===== src/rtl/weight_sequencer.sv =====
// -----------------------------------------------------------------------------
// weight_sequencer
//   Training sequencer and weight store for the XOR perceptron output layer.
//   Holds the four output-layer weights (V0, V1, V2, V12) and issues them, with
//   one XOR sample and its teach value, to the layer datapath. It waits LATENCY
//   cycles and then writes the layer's updated weights back. It repeats this
//   over the four samples for EPOCHS epochs. Weights pass through untouched as
//   32-bit IEEE-754 words.
//
// Optional feature (compile-time macro WSEQ_NAN_GUARD_EN):
//   defined   - a returned weight with exponent 8'hFF (NaN/Inf) is not written,
//               so that weight keeps its old value, and sticky oFAULT is set.
//   undefined - every weight is written unconditionally; oFAULT is tied to 0.
//
// Ports:
//   iCLK, iRST            clock, asynchronous active-high reset
//   iSTART                start a run (sampled in IDLE and DONE only)
//   iWEIGHT_V0/V1/V2/V12  updated weights returned by the output layer
//   iOUTPUT               layer output z for the issued sample
//   oX1, oX2, oTEACH      current sample inputs / teach value (0 or 1)
//   oWEIGHT_V0/V1/V2/V12  current stored weights
//   oZ                    last captured iOUTPUT
//   oEPOCH                completed-epoch count
//   oBUSY, oDONE, oFAULT  status flags
// -----------------------------------------------------------------------------
module weight_sequencer #(
   parameter int unsigned LATENCY  = 40,
   parameter int unsigned EPOCHS   = 10000,
   parameter logic [31:0] INIT_V0  = 32'h3DCCCCCD,
   parameter logic [31:0] INIT_V1  = 32'h3DCCCCCD,
   parameter logic [31:0] INIT_V2  = 32'h3DCCCCCD,
   parameter logic [31:0] INIT_V12 = 32'h3DCCCCCD
) (
   input  logic        iCLK,
   input  logic        iRST,
   input  logic        iSTART,
   input  logic [31:0] iWEIGHT_V0,
   input  logic [31:0] iWEIGHT_V1,
   input  logic [31:0] iWEIGHT_V2,
   input  logic [31:0] iWEIGHT_V12,
   input  logic [31:0] iOUTPUT,
   output logic [31:0] oX1,
   output logic [31:0] oX2,
   output logic [31:0] oTEACH,
   output logic [31:0] oWEIGHT_V0,
   output logic [31:0] oWEIGHT_V1,
   output logic [31:0] oWEIGHT_V2,
   output logic [31:0] oWEIGHT_V12,
   output logic [31:0] oZ,
   output logic [31:0] oEPOCH,
   output logic        oBUSY,
   output logic        oDONE,
   output logic        oFAULT
);

   typedef enum logic [2:0] {
      S_IDLE,
      S_ISSUE,
      S_WAIT,
      S_CAPTURE,
      S_DONE
   } state_t;

   state_t      r_state, w_state_nxt;
   logic [1:0]  r_k, w_k_nxt;
   logic [31:0] r_wait, w_wait_nxt;
   logic [31:0] r_epoch, w_epoch_nxt;
   logic        w_capture;

   logic [31:0] r_v0, r_v1, r_v2, r_v12, r_z;
   logic        r_x1, r_x2, r_teach;
   logic        r_busy, r_done;
   logic        w_wr_v0, w_wr_v1, w_wr_v2, w_wr_v12;

   // ---------------- state register ----------------
   always_ff @(posedge iCLK or posedge iRST) begin
      if (iRST) r_state <= S_IDLE;
      else      r_state <= w_state_nxt;
   end

   // ---------------- next-state / control ----------------
   always_comb begin
      w_state_nxt = r_state;
      w_k_nxt     = r_k;
      w_wait_nxt  = r_wait;
      w_epoch_nxt = r_epoch;
      w_capture   = 1'b0;
      case (r_state)
         S_IDLE, S_DONE: begin
            if (iSTART) begin
               w_state_nxt = S_ISSUE;
               w_k_nxt     = 2'd0;
               w_epoch_nxt = '0;
            end
         end
         S_ISSUE: begin
            w_wait_nxt  = 32'(LATENCY - 1);
            w_state_nxt = S_WAIT;
         end
         S_WAIT: begin
            if (r_wait == '0) w_state_nxt = S_CAPTURE;
            else              w_wait_nxt  = r_wait - 32'd1;
         end
         S_CAPTURE: begin
            w_capture   = 1'b1;
            w_k_nxt     = r_k + 2'd1;
            w_state_nxt = S_ISSUE;
            // Epoch completes on the last sample; stop once the new count hits EPOCHS.
            if (r_k == 2'd3) begin
               w_epoch_nxt = r_epoch + 32'd1;
               if (r_epoch + 32'd1 == 32'(EPOCHS)) w_state_nxt = S_DONE;
            end
         end
         default: w_state_nxt = S_IDLE;
      endcase
   end

   // ---------------- per-weight write enables ----------------
`ifdef WSEQ_NAN_GUARD_EN
   logic r_fault;
   logic w_bad;

   // Exponent all-ones means NaN or Inf: keep the old weight.
   assign w_wr_v0  = w_capture && (iWEIGHT_V0[30:23]  != 8'hFF);
   assign w_wr_v1  = w_capture && (iWEIGHT_V1[30:23]  != 8'hFF);
   assign w_wr_v2  = w_capture && (iWEIGHT_V2[30:23]  != 8'hFF);
   assign w_wr_v12 = w_capture && (iWEIGHT_V12[30:23] != 8'hFF);
   assign w_bad    = w_capture && !(w_wr_v0 && w_wr_v1 && w_wr_v2 && w_wr_v12);

   always_ff @(posedge iCLK or posedge iRST) begin
      if (iRST)       r_fault <= 1'b0;
      else if (w_bad) r_fault <= 1'b1;
   end

   assign oFAULT = r_fault;
`else
   assign w_wr_v0  = w_capture;
   assign w_wr_v1  = w_capture;
   assign w_wr_v2  = w_capture;
   assign w_wr_v12 = w_capture;
   assign oFAULT   = 1'b0;
`endif

   // ---------------- datapath / registered outputs ----------------
   always_ff @(posedge iCLK or posedge iRST) begin
      if (iRST) begin
         r_k     <= 2'd0;
         r_wait  <= '0;
         r_epoch <= '0;
         r_v0    <= INIT_V0;
         r_v1    <= INIT_V1;
         r_v2    <= INIT_V2;
         r_v12   <= INIT_V12;
         r_z     <= '0;
         r_x1    <= 1'b0;
         r_x2    <= 1'b0;
         r_teach <= 1'b0;
         r_busy  <= 1'b0;
         r_done  <= 1'b0;
      end else begin
         r_k     <= w_k_nxt;
         r_wait  <= w_wait_nxt;
         r_epoch <= w_epoch_nxt;
         if (w_wr_v0)  r_v0  <= iWEIGHT_V0;
         if (w_wr_v1)  r_v1  <= iWEIGHT_V1;
         if (w_wr_v2)  r_v2  <= iWEIGHT_V2;
         if (w_wr_v12) r_v12 <= iWEIGHT_V12;
         if (w_capture) r_z <= iOUTPUT;
         // Sample table: x1 = k[1], x2 = k[0], teach = x1 XOR x2.
         r_x1    <= w_k_nxt[1];
         r_x2    <= w_k_nxt[0];
         r_teach <= ^w_k_nxt;
         r_busy  <= (w_state_nxt == S_ISSUE) || (w_state_nxt == S_WAIT) ||
                    (w_state_nxt == S_CAPTURE);
         r_done  <= (w_state_nxt == S_DONE);
      end
   end

   assign oX1         = {31'd0, r_x1};
   assign oX2         = {31'd0, r_x2};
   assign oTEACH      = {31'd0, r_teach};
   assign oWEIGHT_V0  = r_v0;
   assign oWEIGHT_V1  = r_v1;
   assign oWEIGHT_V2  = r_v2;
   assign oWEIGHT_V12 = r_v12;
   assign oZ          = r_z;
   assign oEPOCH      = r_epoch;
   assign oBUSY       = r_busy;
   assign oDONE       = r_done;

endmodule

===== config.mk =====
export PLATFORM = sky130hd
export DESIGN_NAME = weight_sequencer
export DESIGN_NICKNAME = d
export VERILOG_FILES = /design/src/rtl/weight_sequencer.sv
export SDC_FILE = /design/constraint.sdc
export NUM_CORES = 1
export LEC_CHECK = 0
export ABC_AREA = 0
export BUFFER_PORTS_ARGS = -buffer_cell sky130_fd_sc_hd__buf_2
export CAP_MARGIN = 20
export CORE_AREA = 2 2 174 176
export CTS_BUF_LIST = sky130_fd_sc_hd__clkbuf_8
export DETAILED_ROUTE_END_ITERATION = 10
export DIE_AREA = 0 0 176 178
export GPL_ROUTABILITY_DRIVEN = 0
export SLEW_MARGIN = 5
export SYNTH_ARGS = -nofsm -noshare
export SYNTH_HDL_FRONTEND = slang
export SYNTH_SLANG_ARGS = --single-unit

===== constraint.sdc =====
create_clock -name iCLK -period 8.9 [get_ports iCLK]
set_clock_uncertainty 0.15 [all_clocks]
set_input_delay 0.89 -clock iCLK [delete_from_list [all_inputs] [get_ports iCLK]]
set_output_delay 0.89 -clock iCLK [all_outputs]
set_load 0.05 [all_outputs]

==> impl_results.md <==
* Tcrit/Tclk final at 41.06%
* Fraction of layout cells with a size suffix above 1 at 31.31%
* Max-slew headroom at 34.25%
* Internal power at 0.001718 W
* Post-cts resize count at 0
* Avg Inst Size Synth at 8.642 µm²
* CTS Sinks at 232
* First-pass GRT wire length at 48.35 mm
* Prevailing post-synth register cell: dfrtp_1
* Clk_lat worst skew at 0.54 ns
* CTS clk-pin slew, worst paths at 0.06 ns
* Io pins at 454
* Peak supply drop at 0.0001067 V
* Mapped cell area at 11000 µm²
* Via density at 4.670
* Highest Signal Layer: met5
* Netlist cell types at 56
* # DRC at 0
* Initial DRC count at 611
* Synth Instances at 1273
* Met3 Wirelength at 1.962 mm
* Routed WL at 31.36 mm
* Antenna violations before repair at 6
* Full die area at 31330 µm²
* Crit Path Class: reg -> reg
* Drt pass-1 iters at 5
* Final setup vio count at 0
* Hold Fails Final Rpt at 0
* Async set-reset flop share out of synthesis at 100.0%
* Critical path startpoint category: register
* Switching pwr at 0.0007649 W
* Total GRT Usage at 19.23%
* Row cnt at 63
* Switching part of the total power at 30.81%
* Syn-to-layout area delta at 23.56%
* Seq/Total Area, Yosys at 53.59%
* Worst-path fanout max at 11
* LEAKAGE at 7.199 nW
* CTS root buffer: clkbuf_8
* Fmax at 273.6 MHz
* YS warnings at 0
* Pre-CTS WS at 5.267 ns
* Largest net degree at the start of global routing at 128
* Max Cap Viol at 0
* Worst Slack Setup Final at 5.245 ns
* Total grt overflow at 0
* Comb pwr share at 14.3%
* Clk pwr share at 40.4%
* Hold Buf Count CTS at 0
* Yosys reg bits at 232
* Slew @ Worst Pin at 0.9863 ns
* Pwr dens at 182.6 nW/µm²
* Post-route setup TNS at 0 ns
* Worst EP arrival at 3.90 ns
* Min Tclk post-route at 3.655 ns
* Vias in the first global route at 8948
* Post-DRT Antenna Nets at 0
* Hold crit path type: reg -> reg
* CTS max path bufs at 3
* Die outline height at 178 µm
* Port Buffers at 359
* Core area at 29400 µm²
* Nets at 1782
* Postcts setup bufs at 0
* Reg power frac at 45.3%
* Final HPWL from detailed placement at 21.74 mm
* Final Max Tran Viols at 0
* Routed wl met2 at 15.43 mm
* Critical Path Sink Type: register
* TritonCTS clock tree: yes
* Flop2flop setup slack at 5.25 ns
* Data required, critical path at 9.15 ns
* Routed wire per std cell at 15.35 µm
* Status: finished clean
* CTS buffer count at 42
* Initial Util at 37.42%
* Met1 WL at 13.25 mm
* RSZ-0062 raised after global routing: no
* EDFF count, synth at 0
* Die width at 176 µm
* H-Tree Depth at 2
* Vias at 9540
-- metal layers --
metal | vias up | GRT usage [%]
li1 | 4640 | -
met1 | 4529 | 25.70
met2 | 314 | 30.86
met3 | 53 | 4.710
met4 | 4 | 6.164
met5 | - | 0
-- path summary, 6_finish.rpt --
check,start,end,cells past startpoint
max in group asynchronous,iRST,oWEIGHT_V2[16]$_DFFE_PP0P_,4
worst max-delay path,oEPOCH[5]$_DFFE_PP0P_,oBUSY$_DFF_PP0_,7
worst min register to register,oWEIGHT_V2[28]$_DFFE_PP1P_,oWEIGHT_V2[28]$_DFFE_PP1P_,2
min in group asynchronous,iRST,oDONE$_DFF_PP0_,2
worst min-delay path,oWEIGHT_V2[28]$_DFFE_PP1P_,oWEIGHT_V2[28]$_DFFE_PP1P_,2
worst max register to register,oEPOCH[5]$_DFFE_PP0P_,oBUSY$_DFF_PP0_,7
-- registers in the layout, summed over array words and instances, names as in the netlist --
signal and flops:
oBUSY 1, r_wait 32, oWEIGHT_V12 32, oWEIGHT_V2 32, r_state 3, r_teach 1
oZ 32, oDONE 1, oEPOCH 32, r_k 2, oWEIGHT_V0 32, oWEIGHT_V1 32
-- placed cells by master, fill, tap and decap left out, types with 5 or more instances in the layout --
| cell | n |
|---|---|
| nand2_1 | 518 |
| buf_2 | 359 |
| dfrtp_1 | 160 |
| conb_1 | 94 |
| dfstp_2 | 72 |
| o21ai_0 | 62 |
| nor2_1 | 57 |
| clkbuf_8 | 54 |
| inv_1 | 26 |
| nor3_1 | 23 |
| a21oi_1 | 23 |
| xnor2_1 | 22 |
| nand3_1 | 18 |
| or4_1 | 13 |
| xor2_1 | 12 |
| nand4_1 | 11 |
| or3_1 | 10 |
| nor4_1 | 10 |
| o31ai_1 | 10 |
| buf_4 | 8 |
| nand3b_1 | 6 |
| a31oi_1 | 6 |
| diode_2 | 5 |
| or3_2 | 5 |
-- stage by stage --
stage | total power [W] | std cells | hold slack, ns | instance area (µm²) | utilization (%)
after detailed placement | 0.001499 | 1961 | 0.2963 | 12730 | 43.31
after global placement | 0.001498 | 1961 | 0.2931 | 12730 | 43.31
after CTS | 0.002519 | 2038 | 0.3064 | 13580 | 46.19
after global routing | 0.002594 | 2040 | 0.3178 | 13590 | 46.21
final | 0.002482 | 2043 | 0.3031 | 13590 | 46.24
after floorplan | 0.001439 | 1366 | 0.3252 | 11350 | -
-- power groups by stage --
stage,sequential [W],combinational (W),clock [W]
finish,0.00112,0.000356,0.00100
global route,0.00113,0.000377,0.00109
detailed placement,0.00114,0.000359,0
floorplan,0.00128,0.000161,0
CTS,0.00112,0.000358,0.00104
global placement,0.00114,0.000357,0
-- cells in the mapped netlist, types with 4 or more instances --
master | count | share of area, %
nand4_1 | 11 | 0.63
nand3_1 | 18 | 0.82
dfstp_2 | 72 | 17
nand2b_1 | 4 | 0.23
o21ai_0 | 62 | 2.8
nand2_1 | 519 | 18
nand3b_1 | 6 | 0.41
clkbuf_1 | 59 | 2.0
inv_1 | 11 | 0.38
buf_4 | 97 | 6.6
or4_1 | 13 | 0.89
or3_2 | 5 | 0.34
and3_1 | 4 | 0.23
a31oi_1 | 6 | 0.34
or3_1 | 10 | 0.57
ha_1 | 4 | 0.45
nor4_1 | 10 | 0.57
o31ai_1 | 10 | 0.68
dfrtp_1 | 160 | 36
xnor2_1 | 22 | 1.8
xor2_1 | 12 | 0.96
nor3_1 | 23 | 1.0
a21oi_1 | 23 | 1.0
nor2_1 | 58 | 2.0
-- cell families (layout without fill, tap and decap cells) --
family	Yosys count	count (layout)	synth area share, %
AOI/OAI and AO/OA	122	122	6.494
xor gates and xnor gates	34	34	2.707
adders and majority gates	4	4	0.4549
buffers and inverters	173	455	9.325
DFF	232	232	53.59
muxes	3	3	0.2730
other	1	99	0.03409
and+or+nand+nor	704	704	27.12
-- area by class of cell --
cell class / count / area [µm²]
tap: 390 / 488.0
sequential: 232 / 5896
antenna: 5 / 12.51
inverter: 11 / 48.80
multi-input combinational: 961 / 4444
clock buffer: 54 / 743.2
fill: 2932 / 15810
clock inverter: 23 / 105.1
timing repair buffer: 367 / 1857
-- worst max-delay path, cell delays in order, from the launching register on --
cell,delay (ns)
dfrtp_1,0.49
nand4_1,0.42
or4_1,0.67
or4_1,0.63
mux2i_1,0.14
or4_1,0.53
nor4_2,0.33
o22ai_1,0.14
Power figures use the tool's default switching activity.
